### config.mk
export PLATFORM = sky130hd
export DESIGN_NAME = regfile_sb_flat
export DESIGN_NICKNAME = d
export VERILOG_FILES = /design/src/rtl/regfile_sb_if.sv /design/src/rtl/regfile_sb.sv /design/src/flat_wrapper.sv
export SDC_FILE = /design/constraint.sdc
export NUM_CORES = 2
export LEC_CHECK = 0
export BUFFER_PORTS_ARGS = -buffer_cell sky130_fd_sc_hd__buf_2
export CORE_AREA = 2 2 350 352
export DETAILED_ROUTE_END_ITERATION = 16
export DIE_AREA = 0 0 352 354
export GPL_ROUTABILITY_DRIVEN = 0
export PLACE_DENSITY = 0.66
export RECOVER_POWER = 25
export SYNTH_ARGS = -nofsm -noshare
export SYNTH_HDL_FRONTEND = slang
export SYNTH_SLANG_ARGS = --single-unit
### constraint.sdc
create_clock -name clk -period 3.25 [get_ports clk]
set_clock_uncertainty 0.05 [all_clocks]
set_input_delay 0.1625 -clock clk [delete_from_list [all_inputs] [get_ports clk]]
set_output_delay 0.1625 -clock clk [all_outputs]
set_load 0.02 [all_outputs]
### src/rtl/regfile_sb_if.sv
// Register-file bus: two read ports, destination reservation and write-back.
interface regfile_sb_if #(
    parameter int unsigned DATA_W = 32,
    parameter int unsigned ADDR_W = 5
);
    logic              re1_i;
    logic [ADDR_W-1:0] raddr1_i;
    logic [DATA_W-1:0] rdata1_o;
    logic              suc1_o;
    logic              re2_i;
    logic [ADDR_W-1:0] raddr2_i;
    logic [DATA_W-1:0] rdata2_o;
    logic              suc2_o;
    logic              rsv_i;
    logic [ADDR_W-1:0] rsv_addr_i;
    logic              rsv_ready_o;
    logic              we_i;
    logic [ADDR_W-1:0] waddr_i;
    logic [DATA_W-1:0] wdata_i;
    logic              flush_i;

    modport slave (
        input  re1_i, raddr1_i, re2_i, raddr2_i,
        input  rsv_i, rsv_addr_i, we_i, waddr_i, wdata_i, flush_i,
        output rdata1_o, suc1_o, rdata2_o, suc2_o, rsv_ready_o
    );

    modport master (
        output re1_i, raddr1_i, re2_i, raddr2_i,
        output rsv_i, rsv_addr_i, we_i, waddr_i, wdata_i, flush_i,
        input  rdata1_o, suc1_o, rdata2_o, suc2_o, rsv_ready_o
    );
endinterface

### src/rtl/regfile_sb.sv
// Scoreboarded integer register file: per-register pending counters gate
// operand validity, with same-cycle write-back bypass on both read ports.
module regfile_sb #(
    parameter int unsigned DATA_W = 32,
    parameter int unsigned ADDR_W = 5,
    parameter int unsigned PEND_W = 2
) (
    input logic         clk,
    input logic         rst,
    regfile_sb_if.slave bus
);
    localparam int unsigned NREG = 2 ** ADDR_W;
    localparam logic [PEND_W-1:0] PEND_MAX = '1;
    localparam logic [PEND_W-1:0] PEND_ONE = PEND_W'(1);

    logic [DATA_W-1:0] mem_q  [NREG];
    logic [PEND_W-1:0] pend_q [NREG];
    logic [PEND_W-1:0] pend_d [NREG];

    logic              hit1, hit2;
    logic [DATA_W-1:0] rdata1, rdata2;
    logic              suc1, suc2;
    logic              rsv_ready;
    logic              wr_en;

    assign wr_en = bus.we_i && (bus.waddr_i != '0);

    // Read ports; reset forces the idle response regardless of inputs.
    always_comb begin
        hit1   = 1'b0;
        hit2   = 1'b0;
        rdata1 = '0;
        rdata2 = '0;
        suc1   = 1'b1;
        suc2   = 1'b1;
        if (rst && bus.re1_i && (bus.raddr1_i != '0)) begin
            hit1   = bus.we_i && (bus.waddr_i == bus.raddr1_i);
            rdata1 = hit1 ? bus.wdata_i : mem_q[bus.raddr1_i];
            suc1   = (pend_q[bus.raddr1_i] == '0) ||
                     ((pend_q[bus.raddr1_i] == PEND_ONE) && hit1);
        end
        if (rst && bus.re2_i && (bus.raddr2_i != '0)) begin
            hit2   = bus.we_i && (bus.waddr_i == bus.raddr2_i);
            rdata2 = hit2 ? bus.wdata_i : mem_q[bus.raddr2_i];
            suc2   = (pend_q[bus.raddr2_i] == '0) ||
                     ((pend_q[bus.raddr2_i] == PEND_ONE) && hit2);
        end
    end

    // A saturated counter can still take a reservation if a write-back frees a slot.
    always_comb begin
        rsv_ready = 1'b0;
        if (rst) begin
            rsv_ready = (bus.rsv_addr_i == '0) ||
                        (pend_q[bus.rsv_addr_i] != PEND_MAX) ||
                        (bus.we_i && (bus.waddr_i == bus.rsv_addr_i));
        end
    end

    assign bus.rdata1_o    = rdata1;
    assign bus.rdata2_o    = rdata2;
    assign bus.suc1_o      = suc1;
    assign bus.suc2_o      = suc2;
    assign bus.rsv_ready_o = rsv_ready;

    // Counter next state: reserve and release on the same register cancel; flush wins.
    always_comb begin
        logic inc;
        logic dec;
        inc = 1'b0;
        dec = 1'b0;
        for (int i = 0; i < NREG; i++) begin
            pend_d[i] = pend_q[i];
            inc = (i != 0) && bus.rsv_i && rsv_ready && (bus.rsv_addr_i == ADDR_W'(i));
            dec = (i != 0) && bus.we_i && (bus.waddr_i == ADDR_W'(i));
            if (inc && !dec) begin
                pend_d[i] = pend_q[i] + PEND_ONE;
            end else if (dec && !inc && (pend_q[i] != '0)) begin
                pend_d[i] = pend_q[i] - PEND_ONE;
            end
            if (bus.flush_i) begin
                pend_d[i] = '0;
            end
        end
    end

    always_ff @(posedge clk or negedge rst) begin
        if (!rst) begin
            for (int i = 0; i < NREG; i++) begin
                mem_q[i]  <= '0;
                pend_q[i] <= '0;
            end
        end else begin
            for (int i = 0; i < NREG; i++) begin
                pend_q[i] <= pend_d[i];
            end
            if (wr_en) begin
                mem_q[bus.waddr_i] <= bus.wdata_i;
            end
        end
    end
endmodule

### src/flat_wrapper.sv
// flat-port wrapper written by rule: the top's interface ports become plain ports
module regfile_sb_flat 
#(
    parameter int unsigned DATA_W = 32,
    parameter int unsigned ADDR_W = 5,
    parameter int unsigned PEND_W = 2
)
  (clk, rst, bus_re1_i, bus_raddr1_i, bus_re2_i, bus_raddr2_i, bus_rsv_i, bus_rsv_addr_i, bus_we_i, bus_waddr_i, bus_wdata_i, bus_flush_i, bus_rdata1_o, bus_suc1_o, bus_rdata2_o, bus_suc2_o, bus_rsv_ready_o);
  regfile_sb_if #(.DATA_W(DATA_W), .ADDR_W(ADDR_W)) bus_i ();
  input logic clk;
  input logic rst;
  input wire logic [$bits(bus_i.re1_i)-1:0] bus_re1_i;
  input wire logic [$bits(bus_i.raddr1_i)-1:0] bus_raddr1_i;
  input wire logic [$bits(bus_i.re2_i)-1:0] bus_re2_i;
  input wire logic [$bits(bus_i.raddr2_i)-1:0] bus_raddr2_i;
  input wire logic [$bits(bus_i.rsv_i)-1:0] bus_rsv_i;
  input wire logic [$bits(bus_i.rsv_addr_i)-1:0] bus_rsv_addr_i;
  input wire logic [$bits(bus_i.we_i)-1:0] bus_we_i;
  input wire logic [$bits(bus_i.waddr_i)-1:0] bus_waddr_i;
  input wire logic [$bits(bus_i.wdata_i)-1:0] bus_wdata_i;
  input wire logic [$bits(bus_i.flush_i)-1:0] bus_flush_i;
  output wire logic [$bits(bus_i.rdata1_o)-1:0] bus_rdata1_o;
  output wire logic [$bits(bus_i.suc1_o)-1:0] bus_suc1_o;
  output wire logic [$bits(bus_i.rdata2_o)-1:0] bus_rdata2_o;
  output wire logic [$bits(bus_i.suc2_o)-1:0] bus_suc2_o;
  output wire logic [$bits(bus_i.rsv_ready_o)-1:0] bus_rsv_ready_o;
  assign bus_i.re1_i = bus_re1_i;
  assign bus_i.raddr1_i = bus_raddr1_i;
  assign bus_i.re2_i = bus_re2_i;
  assign bus_i.raddr2_i = bus_raddr2_i;
  assign bus_i.rsv_i = bus_rsv_i;
  assign bus_i.rsv_addr_i = bus_rsv_addr_i;
  assign bus_i.we_i = bus_we_i;
  assign bus_i.waddr_i = bus_waddr_i;
  assign bus_i.wdata_i = bus_wdata_i;
  assign bus_i.flush_i = bus_flush_i;
  assign bus_rdata1_o = bus_i.rdata1_o;
  assign bus_suc1_o = bus_i.suc1_o;
  assign bus_rdata2_o = bus_i.rdata2_o;
  assign bus_suc2_o = bus_i.suc2_o;
  assign bus_rsv_ready_o = bus_i.rsv_ready_o;
  regfile_sb #(.DATA_W(DATA_W), .ADDR_W(ADDR_W), .PEND_W(PEND_W)) u_core (.clk(clk), .rst(rst), .bus(bus_i));
endmodule
# Word level (Yosys, flattened, before mapping)
# Index checks and enable logic that the tools add are counted.
dict set report word_totals {
  in_bits 59
  register_bits 1086
  word_cells 621
  out_inout_bits 67
}
dict set report op_classes {
  reduce_logical 301
  muxes 118
  magnitude_cmp 5
  n_bitwise 4
  add_sub_neg 62
  n_eq_ne 68
}
# cell n
set op_table {}
lappend op_table {{$bwmux 1024} 1}
lappend op_table {{$bmux 32 s5} 2}
lappend op_table {{$mux 32} 9}
lappend op_table {{$mux 2} 99}
lappend op_table {{$logic_and 1x1->1} 167}
lappend op_table {{$demux 32 s5} 1}
lappend op_table {{$eq 5x5->1 const B} 32}
lappend op_table {{$reduce_bool 3->1} 31}
lappend op_table {{$eq 5x4->1 const B} 16}
lappend op_table {{$add 2x1->2 const B} 31}
lappend op_table {{$logic_not 1->1} 62}
lappend op_table {{$reduce_bool 2->1} 31}
lappend op_table {{$sub 2x1->2 const B} 31}
lappend op_table {{$eq 5x3->1 const B} 8}
lappend op_table {{$bmux 2 s5} 3}
lappend op_table {{$ge 6x6->1 const B} 4}
lappend op_table {{$not 5->6} 4}
lappend op_table {{$eq 5x2->1 const B} 4}
lappend op_table {{$eq 5x5->1} 3}
lappend op_table {{$reduce_bool 5->1} 3}
lappend op_table {{$eq 5x1->1 const B} 2}
lappend op_table {{$lt 6x1->1 const B} 1}
lappend op_table {{$logic_not 5->1} 1}
lappend op_table {{$eq 2x1->1 const B} 2}
lappend op_table {{4 further kinds} 10}

# Longest topological paths before layout
dict set report depth {
  word_depth 16
  ltp_mapped 13
  depth_no_buf 8
}

# Least setup slack after synthesis
# No wires, ideal clock.
dict set report synth_timing {
  kind {input port to output port}
  startpoint {input port bus_raddr1_i[0]}
  endpoint {output port bus_rdata1_o[10]}
  path_buffers 3
  path_slack_ns 0.635
  arrival_ns 2.403
  required_time_ns 3.037
  path_stages 7
  cell_sequence {clkbuf_1 -> buf_2 -> buf_1 -> mux4_2 -> mux4_2 -> mux2i_1 -> a211oi_1}
}
dict set report synth_between {
  elab_chain_len 6
  elab_cells_between_ends 10
  classes_between {eq/ne: 1; mux: 5; bitwise: 1; reduce/logical: 3}
}
# element line_no
set synth_lines {}
lappend synth_lines {{from (decl)} flat_wrapper.sv:13} ;# input wire logic [$bits(bus_i.raddr1_i)-1:0] bus_raddr1_i;
lappend synth_lines {{$not 5->6 (not written as such)} regfile_sb.sv:38} ;# rdata1 = hit1 ? bus.wdata_i : mem_q[bus.raddr1_i];
lappend synth_lines {{$bmux 32 s5} regfile_sb.sv:38}
lappend synth_lines {{$mux 32 (not written as such) (2 in a row)} regfile_sb.sv:38}
lappend synth_lines {{$mux 32} regfile_sb.sv:38}
lappend synth_lines {{$mux 32 (*)} regfile_sb.sv:36} ;# if (rst && bus.re1_i && (bus.raddr1_i != '0)) begin
lappend synth_lines {{to (decl)} flat_wrapper.sv:22} ;# output wire logic [$bits(bus_i.rdata1_o)-1:0] bus_rdata1_o;
# Mark *: on every way between the ends. The rest lies on a longest branch, timed or not. The select of a mux whose other input is x is not followed.

# Final worst setup path
dict set report layout_timing {
  startpoint {register u_core.mem_q[63] in the netlist's numbering}
  endpoint {output port bus_rdata2_o[31]}
}
dict set report layout_between {
  elab_chain_len 5
}
# element line_no
set layout_lines {}
lappend layout_lines {{from (decl)} regfile_sb.sv:16} ;# logic [DATA_W-1:0] mem_q [NREG];
lappend layout_lines {{from (signal, indexed assignment)} regfile_sb.sv:98} ;# mem_q[bus.waddr_i] <= bus.wdata_i;
lappend layout_lines {{$bmux 32 s5} regfile_sb.sv:44} ;# rdata2 = hit2 ? bus.wdata_i : mem_q[bus.raddr2_i];
lappend layout_lines {{$mux 32 (not written as such) (2 in a row)} regfile_sb.sv:44}
lappend layout_lines {{$mux 32} regfile_sb.sv:44}
lappend layout_lines {{$mux 32} regfile_sb.sv:42} ;# if (rst && bus.re2_i && (bus.raddr2_i != '0)) begin
lappend layout_lines {{to (decl)} flat_wrapper.sv:24} ;# output wire logic [$bits(bus_i.rdata2_o)-1:0] bus_rdata2_o;
# No other way between the ends. The select of a mux whose other input is x is not followed.

==> results.cfg <==
[finish]
mostFrequentLayoutCells = 1269 x nand2_1, 1081 x dfrtp_1, 684 x mux4_2
final_common_cell = nand2_1
syn_to_final_growth_pct = 12.72
drive_above_1_share_pct = 38.24
stdcell_count = 6422
utilization_pct = 55.99
multi_input_area_mm2 = 0.03103
ff_latch_area_mm2 = 0.02718
n_fill_cell = 9720
layout.nets = 4764

[worst_hold_path]
hold-path-endpoint = u_core.pend_q[57]$_DFFE_PN0P_
holdCritPathClass = input pin to register
hold_start = bus_flush_i
whs_path_depth = 2

[synthesis]
ys_ff_latch = 1086
muxShareOfSynthArea_pct = 37.89
netlist_area_mm2 = 0.06006
yosysSeqAreaShare_pct = 45.25
synthCells = 4734
synth_flop_cell = dfrtp_1
yosysUniqueCellTypes = 64
synthAdderAreaFrac_pct = 0
synth_top_family_by_area = multiplexers
avgSynthCellArea_um2 = 12.69
yosysWarnings = 0
synth_simple_gate_area_share_pct = 10.07
syn-num-nets = 4793
synth_edf_count = 0
synth_compound_area_share_pct = 3.002
synth_xor_area_share_pct = 0.3791
async_flop_share_pct = 100.0

[worst_setup_path]
crit_family = multiplexers
cpPeakStageDelay_ns = 0.54
crit_buf_inv = 1
reg2reg_depth = 10
cp-startpoint = u_core.mem_q[63]$_DFFE_PN0P_
required_ns = 3.04
end_kind = output port
cp.arrival_ns = 2.99
slowest_stage = mux2i_1
critical_path_class = register to output port
worstReg2RegEnd = u_core.pend_q[55]$_DFFE_PN0P_
cp_common_cell = mux4_2
startpoint_type = register
crit_chain = mux4_2, mux4_2, mux2i_1, a211oi_1, buf_2
reg2reg_slack_ns = 0.20
crit_fanout = 3
r2r-start = u_core.pend_q[0]$_DFFE_PN0P_

[job]
cap_violations = 5

[global_route]
grt_pass1_vias = 42580
overflow = 0
antenna_found_initial = 4
grt_pass1_wl_um = 282900
grt_max_degree = 159
grt_usage_pct = 30.46

[power_and_ir_drop]
seqPwrFrac_pct = 44.1
p_sw_mw = 10.78
power_frac_clock_pct = 36.6
switching_share_pct = 26.90
power_density_mw_per_mm2 = 592.0
p_leak_nw = 30.46
peakVddDrop_mv = 0.4607
internal_power_mw = 29.30
p_comb_share_pct = 19.3

[clock_tree]
clk_transition_reported_paths_ns = 0.06
htree_levels = 3
root_buffer = clkbuf_16
clk-insertion-delay-late_ns = 0.72
cts_max_path_buffers = 3
cts_buffers = 116
cts_setup_buffers = 0
cts_num_sinks = 1086
cts_tree = done

[floorplan]
die_height_um = 354
fp.dieW_um = 352
start_util_pct = 49.67
rows = 128
core_area_mm2 = 0.1209
ios = 126
die-area_mm2 = 0.1246

[outcome]
outcome = complete, but fails checks
failed_checks = capacitance limit, slew limit

[placement]
dp.cells = 6173
place_hpwl_um = 108200
portBuffers = 125

[routing]
vias_per_cell = 6.573
drtIter0Drc = 5014
ant_nets = 0
dr.pass1.iters = 6
via_count = 42210
wl_per_cell_um = 29.30
drc_errors = 0
drt_wl_total_um = 188200

[sta]
tightest_slew_ns = 2.158
period_share_pct = 98.45
fmax_mhz = 312.5
finalSetupViolCount = 0
fin_setup_tns_ns = 0
slew_viol_final = 251
rsz0062_at_grt = no
fin_crit_ns = 3.200
hold_violations = 0
relSlewSlack_pct = -43.84
==> state kept, by name, indices dropped and copies added, names as in the netlist <==
| register | cells |
|---|---|
| u_core.mem_q | 1024 |
| u_core.pend_q | 62 |
==> power by group through the flow <==
stage               logic [mW]  clock network (mW)  registers [mW]
finish                    7.74                14.7            17.7
global route              8.33                15.4            18.0
CTS                       7.78                14.8            17.6
detailed placement        7.71                   0            17.8
global placement          7.52                   0            17.7
floorplan                 5.91                   0            17.2
==> area by class of cell <==
type,instances,share of cell area (%)
multi-input cells,3143,45.83
flip-flops and latches,1086,40.15
repair buffers,347,4.763
clock buffers,149,4.724
well taps,1625,3.003
clock inverters,60,1.469
inverters,11,0.06099
diodes,1,0.003696
==> repair_timing <==
item,in CTS,in global routing
endpoints found under the hold margin,859,0
hold buffers,38,0
resized for setup,0,7
endpoints found under the setup margin,0,2
==> through the flow <==
step | power [mW] | setup slack, ns | area (um2) | hold slack (ns)
after global routing | 41.66 | 0.003745 | 67700 | 0.07560
after floorplan | 23.11 | 0.6347 | 60060 | -0.1831
after global placement | 25.18 | 0.3480 | 63180 | 0.005176
after CTS | 40.18 | 0.02350 | 67760 | 0.004928
after detailed placement | 25.52 | 0.3580 | 63180 | 0.004347
final | 40.08 | 0.05048 | 67700 | 0.03845
==> synth_stat cells (5+ instances only) <==
library cell	n	share of area, %
a211oi_1	86	1.1
a21oi_1	49	0.41
a221oi_2	10	0.25
a311oi_1	7	0.10
a41oi_1	6	0.087
and2_1	19	0.20
and3_1	12	0.12
buf_1	37	0.23
buf_2	53	0.44
buf_6	10	0.19
clkbuf_1	392	2.4
dfrtp_1	1086	45
inv_1	11	0.069
mux2_2	582	11
mux2i_1	67	1.1
mux4_2	684	26
nand2_1	1293	8.1
nand2b_1	8	0.083
nand3_1	19	0.16
nand4_1	9	0.094
nor2_1	121	0.76
nor2b_1	10	0.10
nor3_1	7	0.058
o211a_1	5	0.083
o211ai_1	12	0.15
o21ai_0	18	0.15
o21bai_1	6	0.075
o31ai_1	6	0.075
or2_2	8	0.083
or3b_1	5	0.073
xnor2_1	13	0.19
xor2_1	13	0.19
==> worst register-to-register path: cells and delay by family, from the launching register on <==
kind,cells,cell delay (ns)
AO/OA/AOI/OAI,4,0.56
buffers and inverters,2,0.75
flip-flops,1,0.47
multiplexers,2,0.77
AND/OR/NAND/NOR,2,0.34
==> metal layers <==
layer	up-vias	global-route usage [%]	share of wire, %
li1	17210	-	-
met1	22310	42.08	39
met2	2208	47.10	46
met3	486	7.098	10
met4	2	11.97	4.3
met5	-	0	0.0037
==> worst max path at each step <==
| stage | end | slack (ns) | cells past startpoint |
|---|---|---|---|
| finish | bus_rdata2_o[31] | 0.05 | 5 |
| detailed placement | u_core.pend_q[44]$_DFFE_PN0P_ | 0.36 | 11 |
| global placement | u_core.pend_q[40]$_DFFE_PN0P_ | 0.35 | 11 |
| floorplan | bus_rdata1_o[10] | 0.63 | 7 |
| CTS | bus_rsv_ready_o | 0.02 | 8 |
| global route | bus_rsv_ready_o | 0.004 | 8 |
==> logic make-up after synthesis <==
group                     count (synthesis)
and+or+nand+nor                        1532
muxes                                  1339
buffers and inverters                   506
AOI/OAI and AO/OA                       245
DFF                                    1086
xor gates and xnor gates                 26
Note: power is estimated with default switching activity, not from simulation.
